[src/rtl/vedic_mult_seq.sv]
// vedic_mult_seq
// Sequential Urdhva-Tiryagbhyam multiplier. A single H x H (H = WIDTH/2)
// vertical-and-crosswise core is reused over four cycles to build the
// 2*WIDTH-bit product of two WIDTH-bit operands. Unsigned or two's-complement
// operation is chosen per transaction with sgn.
//
// Ports
//   clk        clock, rising edge
//   rst        asynchronous active-high reset
//   ai, bi     WIDTH-bit operands, captured on accept
//   sgn        1 = signed operands/result, captured on accept
//   in_valid   operand request
//   in_ready   high in IDLE only
//   sout       registered 2*WIDTH-bit product, stable while out_valid
//   out_valid  sout holds a result
//   out_ready  consumer takes the result
//   busy       high in any state other than IDLE
module vedic_mult_seq #(
    parameter int WIDTH = 64
) (
    input  logic               clk,
    input  logic               rst,
    input  logic [WIDTH-1:0]   ai,
    input  logic [WIDTH-1:0]   bi,
    input  logic               sgn,
    input  logic               in_valid,
    output logic               in_ready,
    output logic [2*WIDTH-1:0] sout,
    output logic               out_valid,
    input  logic               out_ready,
    output logic               busy
);

    localparam int H  = WIDTH / 2;
    localparam int W2 = 2 * WIDTH;
    localparam int CW = $clog2(H + 1);   // width of one column's bit count

    typedef enum logic [2:0] {IDLE, PP0, PP1, PP2, PP3, DONE} state_t;

    state_t           state;
    logic [WIDTH-1:0] a_mag;
    logic [WIDTH-1:0] b_mag;
    logic             neg;
    logic [W2-1:0]    acc;

    logic [H-1:0]     core_x;
    logic [H-1:0]     core_y;
    logic [WIDTH-1:0] core_p;
    logic [W2-1:0]    term;
    logic [W2-1:0]    acc_sum;
    logic [CW-1:0]    col_sum [2*H-1];

    // Magnitude of a possibly signed operand. -(-2^(W-1)) wraps back to
    // 2^(W-1), which is exactly the right unsigned magnitude.
    function automatic logic [WIDTH-1:0] magnitude(input logic [WIDTH-1:0] v,
                                                   input logic s);
        return (s && v[WIDTH-1]) ? (~v + WIDTH'(1)) : v;
    endfunction

    // Crosswise sum for column k: number of set bit-products x[i]&y[k-i].
    function automatic logic [CW-1:0] column_count(input logic [H-1:0] x,
                                                   input logic [H-1:0] y,
                                                   input int k);
        logic [CW-1:0] s;
        s = '0;
        for (int i = 0; i < H; i++) begin
            if ((k - i) >= 0 && (k - i) < H) begin
                s = s + CW'(x[i] & y[k - i]);
            end
        end
        return s;
    endfunction

    // Operand halves and weight of the partial product for each step.
    always_comb begin
        core_x = a_mag[H-1:0];
        core_y = b_mag[H-1:0];
        case (state)
            PP1: begin
                core_x = a_mag[WIDTH-1:H];
                core_y = b_mag[H-1:0];
            end
            PP2: begin
                core_x = a_mag[H-1:0];
                core_y = b_mag[WIDTH-1:H];
            end
            PP3: begin
                core_x = a_mag[WIDTH-1:H];
                core_y = b_mag[WIDTH-1:H];
            end
            default: ;
        endcase
    end

    // Vertical-and-crosswise core: one column count per output weight.
    generate
        for (genvar gi = 0; gi < 2 * H - 1; gi++) begin : g_col
            assign col_sum[gi] = column_count(core_x, core_y, gi);
        end
    endgenerate

    // Column counts overlap into higher weights; summing them resolves the
    // carries. The true product fits in WIDTH bits, so truncation is exact.
    always_comb begin
        core_p = '0;
        for (int k = 0; k < 2 * H - 1; k++) begin
            core_p = core_p + (WIDTH'(col_sum[k]) << k);
        end
    end

    always_comb begin
        term = W2'(core_p);
        case (state)
            PP1, PP2: term = W2'(core_p) << H;
            PP3:      term = W2'(core_p) << WIDTH;
            default:  ;
        endcase
        acc_sum = acc + term;
    end

    always_ff @(posedge clk or posedge rst) begin
        if (rst) begin
            state     <= IDLE;
            a_mag     <= '0;
            b_mag     <= '0;
            neg       <= 1'b0;
            acc       <= '0;
            sout      <= '0;
            out_valid <= 1'b0;
        end else begin
            case (state)
                IDLE: begin
                    if (in_valid) begin
                        a_mag <= magnitude(ai, sgn);
                        b_mag <= magnitude(bi, sgn);
                        neg   <= sgn & (ai[WIDTH-1] ^ bi[WIDTH-1]);
                        acc   <= '0;
                        state <= PP0;
                    end
                end
                PP0: begin
                    acc   <= acc_sum;
                    state <= PP1;
                end
                PP1: begin
                    acc   <= acc_sum;
                    state <= PP2;
                end
                PP2: begin
                    acc   <= acc_sum;
                    state <= PP3;
                end
                PP3: begin
                    sout      <= neg ? (~acc_sum + W2'(1)) : acc_sum;
                    out_valid <= 1'b1;
                    state     <= DONE;
                end
                DONE: begin
                    if (out_ready) begin
                        out_valid <= 1'b0;
                        state     <= IDLE;
                    end
                end
                default: state <= IDLE;
            endcase
        end
    end

    // Decoded from state only: no path from in_valid or out_ready.
    assign in_ready = (state == IDLE);
    assign busy     = (state != IDLE);

endmodule

[config.mk]
export PLATFORM = sky130hd
export DESIGN_NAME = vedic_mult_seq
export DESIGN_NICKNAME = d
export VERILOG_FILES = /design/src/rtl/vedic_mult_seq.sv
export SDC_FILE = /design/constraint.sdc
export NUM_CORES = 2
export LEC_CHECK = 0
export CAP_MARGIN = 20
export CORE_ASPECT_RATIO = 1.25
export CORE_UTILIZATION = 50
export DETAILED_ROUTE_END_ITERATION = 6
export PLACE_DENSITY = 0.68
export SLEW_MARGIN = 20
export SYNTH_ARGS = -nofsm -noshare
export SYNTH_HDL_FRONTEND = slang
export SYNTH_SLANG_ARGS = --single-unit
[constraint.sdc]
create_clock -name clk -period 25.5 [get_ports clk]
set_input_delay 5.1 -clock clk [delete_from_list [all_inputs] [get_ports clk]]
set_output_delay 5.1 -clock clk [all_outputs]
set_load 0.02 [all_outputs]
==> impl.org <==
** Yosys
- Number of cells produced by synthesis :: 8206
- In the synthesized netlist, mux cells make up 2.37% of the area.
- The most used flip-flop cell after synthesis is sky130_fd_sc_hd__dfrtp_1.
- Summing the areas of all and, or, nand and nor instances in the mapped netlist gives 18.6% of the synthesized area.
- Dividing the synthesized area by the synthesized cell count gives 8.10 µm².
- Async SR Flop Fraction :: 100%
- Post-synthesis xor/xnor area fraction :: 6.47%
- Synthesized-area fraction occupied by ao, oa, aoi and oai cells :: 14.9%
- Synth Warn # :: 0
- Number of distinct standard cells referenced by the synthesized netlist :: 98
- Summed over all instances, the cell type with the most area after synthesis is sky130_fd_sc_hd__fa_1.
- After Yosys synthesis, full adders, half adders and majority gates account for 35.1% of the synthesized area.
- Number of synthesized register bits :: 389
- Sequential elements use 14.6% of the synthesized area.
- Cell area after synthesis :: 66500 µm²
- Synthesis produced a netlist with a net count of 9700.
- Main combinational cell family by area after synthesis :: adder cells
- Top cells by area in the synthesized netlist :: sky130_fd_sc_hd__fa_1 25%, sky130_fd_sc_hd__dfrtp_1 15%, sky130_fd_sc_hd__ha_1 9.8%, sky130_fd_sc_hd__nand2_1 7.1%, sky130_fd_sc_hd__inv_1 5.5%
- After synthesis, the largest area contributor takes up 25.3% of total cell area.
- Number of synthesized flops with an enable pin :: 0

** STA
- Hold is met by 476 ps.
- Endpoints failing setup :: 0
- Minimum period implied by the final worst setup slack :: 19980 ps
- Headroom to the max-slew limit :: 16.4%
- Clk_skew :: 45.4 ps
- After routing, the total negative slack on setup checks comes to 0 ps.
- Fmax :: 50.0 MHz
- Slew Viols, Final :: 0
- RSZ-0062 raised after global routing :: no
- For the pin with the worst max-slew slack, the measured transition is 1250 ps.
- Number of endpoints with negative hold slack in the final report :: 0
- Final setup slack of the worst path :: 5520 ps
- The final critical path takes up 78.4% of the cycle.

** GRT
- Entering global routing, the biggest net connects 178 pins.
- In the global route stage, overall resource usage came out at 42.2%.
- Antenna violations before repair :: 6
- The first global-routing pass estimated 414000 µm of wire.
- Summed over all layers, the global routing overflow is 0.
- The number of global-route vias before repair came to 63583.

** Clock network
- Clock tree root buffer cell :: sky130_fd_sc_hd__clkbuf_16
- Clock latency on the worst-skew pair, taken at its later pin, is 690 ps.
- Count of buffers added by post-CTS timing repair for setup :: 0
- Maximum count of clock buffers along a single path :: 3
- The tree built by TritonCTS fans out to 389 sinks.
- The clock tree synthesis step divided the H-tree into 2 levels.
- CTS hold repair buffers :: 0
- Clk slew on worst S/H paths :: 60 ps
- TritonCTS clock tree :: yes
- Post-CTS Resized :: 0
- The number of clock buffers added by TritonCTS is 48.

** Die
- In this run the count of I/O pins placed on the die edge is 264.
- Vertical die dimension :: 410 µm
- The initial utilization of the core area, before any placement, comes to 50.3%.
- The floorplan step defined a die boundary enclosing 134000 µm².
- Die width :: 328 µm
- FP Rows :: 149
- The total area inside the core boundary comes to 132000 µm².

** Worst setup path
- Among all stages on the critical path, the largest delay is contributed by sky130_fd_sc_hd__o41ai_1.
- On the worst path, the slowest cell contributes a delay of 810 ps.
- Cell occurring most often along the worst timing path :: sky130_fd_sc_hd__fa_1
- Data on the critical path arrives at its endpoint at 20490 ps.
- CP Capture Type :: flip-flop
- Critical path start-end classification :: reg -> reg
- Startpoint Class :: flip-flop
- Minimum setup slack among reg-to-reg paths :: 5520 ps
- CP max FO :: 46
- Data required time of the worst path :: 26010 ps

** Final layout
- Most frequent cells in the layout :: 1253 x sky130_fd_sc_hd__nand2_1, 981 x sky130_fd_sc_hd__inv_1, 841 x sky130_fd_sc_hd__fa_1, 812 x sky130_fd_sc_hd__nor2_1, 606 x sky130_fd_sc_hd__o21ai_0
- Ratio of cells with drive above 1 in the final layout :: 5.23%
- Number of nets in the layout :: 9760
- Layout overhead on the synthesized area :: 9.87%
- Final-layout fill cell count :: 12476
- Sequential cell area :: 9740 µm²
- Most common cell after layout, fill and taps aside :: sky130_fd_sc_hd__nand2_1
- Area used by multi-input combinational logic :: 51800 µm²

** Detailed routing
- Starting DRT DRC Count :: 5885
- Vias per inst :: 6.20
- Antenna Violating Nets Remaining :: 0
- The first detailed-routing pass took 7 iterations.
- Routed len/inst :: 28.3 µm
- For this run, design rule violations remaining after detail routing come to 91.
- Total number of vias :: 62319
- Summed over all layers, the routed wires come to 285000 µm.

** Run status
- Violated checks :: DRC
- Result of the run :: complete, but fails checks

** Placed design
- PortBufs :: 263
- Placement-stage worst setup slack :: 5840 ps
- Half-perimeter wire length after detailed placement :: 223000 µm
- At the end of routability-driven placement, the weighted congestion stood at 1.07.

** Worst hold path
- The min-delay analysis places its worst path in the category reg -> reg.

** Job
- The tool flagged a number of max-cap violations equal to 0.
final cells by class:
cell class,instances,area share [%]
multi-input combinational,6438,71.0
clock buffer,62,1.87
inverter,982,5.06
antenna,3,0.0103
sequential,389,13.3
clock inverter,27,0.667
tap,1736,2.97
timing repair buffer,407,5.11
final timing paths:
path                                          to                 start  depth (start not counted)
max                        sout[117]$_DFFE_PP0N_  state[2]$_DFFE_PP0P_                         57
min                         sout[24]$_DFFE_PP0N_  sout[24]$_DFFE_PP0N_                          2
max reg2reg                sout[117]$_DFFE_PP0N_  state[2]$_DFFE_PP0P_                         57
min reg2reg                 sout[24]$_DFFE_PP0N_  sout[24]$_DFFE_PP0N_                          2
max in group asynchronous  a_mag[30]$_DFFE_PP0P_                   rst                          5
min in group asynchronous   sout[19]$_DFFE_PP0N_                   rst                          2
critical path: cells and delay by family, from the launching register on:
kind / cells / cell delay [ps]
muxes: 1 / 280
xor gates and xnor gates: 4 / 1460
DFF: 1 / 510
AOI/OAI and AO/OA: 15 / 4410
buffers and inverters: 9 / 1490
adders and majority gates: 13 / 6440
and+or+nand+nor: 15 / 5100
synthesized netlist by cell type, types with 35 or more instances:
library cell and number:
sky130_fd_sc_hd__nand2_1 1256, sky130_fd_sc_hd__inv_1 982, sky130_fd_sc_hd__fa_1 841, sky130_fd_sc_hd__nor2_1 813, sky130_fd_sc_hd__o21ai_0 606, sky130_fd_sc_hd__ha_1 520, sky130_fd_sc_hd__dfrtp_1 389, sky130_fd_sc_hd__a21oi_1 365
sky130_fd_sc_hd__clkbuf_1 345, sky130_fd_sc_hd__xnor2_1 261, sky130_fd_sc_hd__xor2_1 230, sky130_fd_sc_hd__nand3_1 211, sky130_fd_sc_hd__a21o_1 153, sky130_fd_sc_hd__nand4_1 91, sky130_fd_sc_hd__nor3_1 83, sky130_fd_sc_hd__mux2i_1 82
sky130_fd_sc_hd__o31ai_1 70, sky130_fd_sc_hd__mux2_2 67, sky130_fd_sc_hd__o22ai_1 54, sky130_fd_sc_hd__nor2b_1 49, sky130_fd_sc_hd__nor4_1 46, sky130_fd_sc_hd__nand2b_1 43, sky130_fd_sc_hd__or3_1 43, sky130_fd_sc_hd__o21a_1 36
sky130_fd_sc_hd__and2_1 35
sequential cells by signal, indices dropped and copies added (netlist names):
register   count
acc          128
sout         128
a_mag         64
b_mag         64
state          3
neg            1
out_valid      1
kinds of logic (layout without fill, tap and decap cells):
| logic type | after synthesis | after routing |
|---|---|---|
| adders and majority gates | 1361 | 1361 |
| and+or+nand+nor | 2826 | 2826 |
| xor gates and xnor gates | 491 | 491 |
| DFF | 389 | 389 |
| muxes | 149 | 149 |
| AOI/OAI and AO/OA | 1611 | 1611 |
| other | 0 | 3 |
| buffers and inverters | 1379 | 1478 |
routing by layer:
| layer | global-route usage (%) | up-vias | wire, µm |
|---|---|---|---|
| met3 | 7.88 | 1177 | 24500 |
| met2 | 69.4 | 3389 | 132000 |
| met5 | 0 | - | 27 |
| li1 | - | 27170 | - |
| met1 | 47.8 | 30579 | 99100 |
| met4 | 34.3 | 4 | 28600 |
per-stage QoR:
| stage | area (µm²) | utilization [%] | instances |
|---|---|---|---|
| after floorplan | 66500 | - | 8206 |
| after global placement | 71100 | 53.9 | 9951 |
| after detailed placement | 71100 | 53.9 | 9952 |
| after CTS | 73000 | 55.3 | 10041 |
| after global routing | 73000 | 55.3 | 10041 |
| final | 73000 | 55.3 | 10044 |
Power is not shown: default switching activity piles up to over one toggle a cycle in this logic, so the estimate is an artifact.
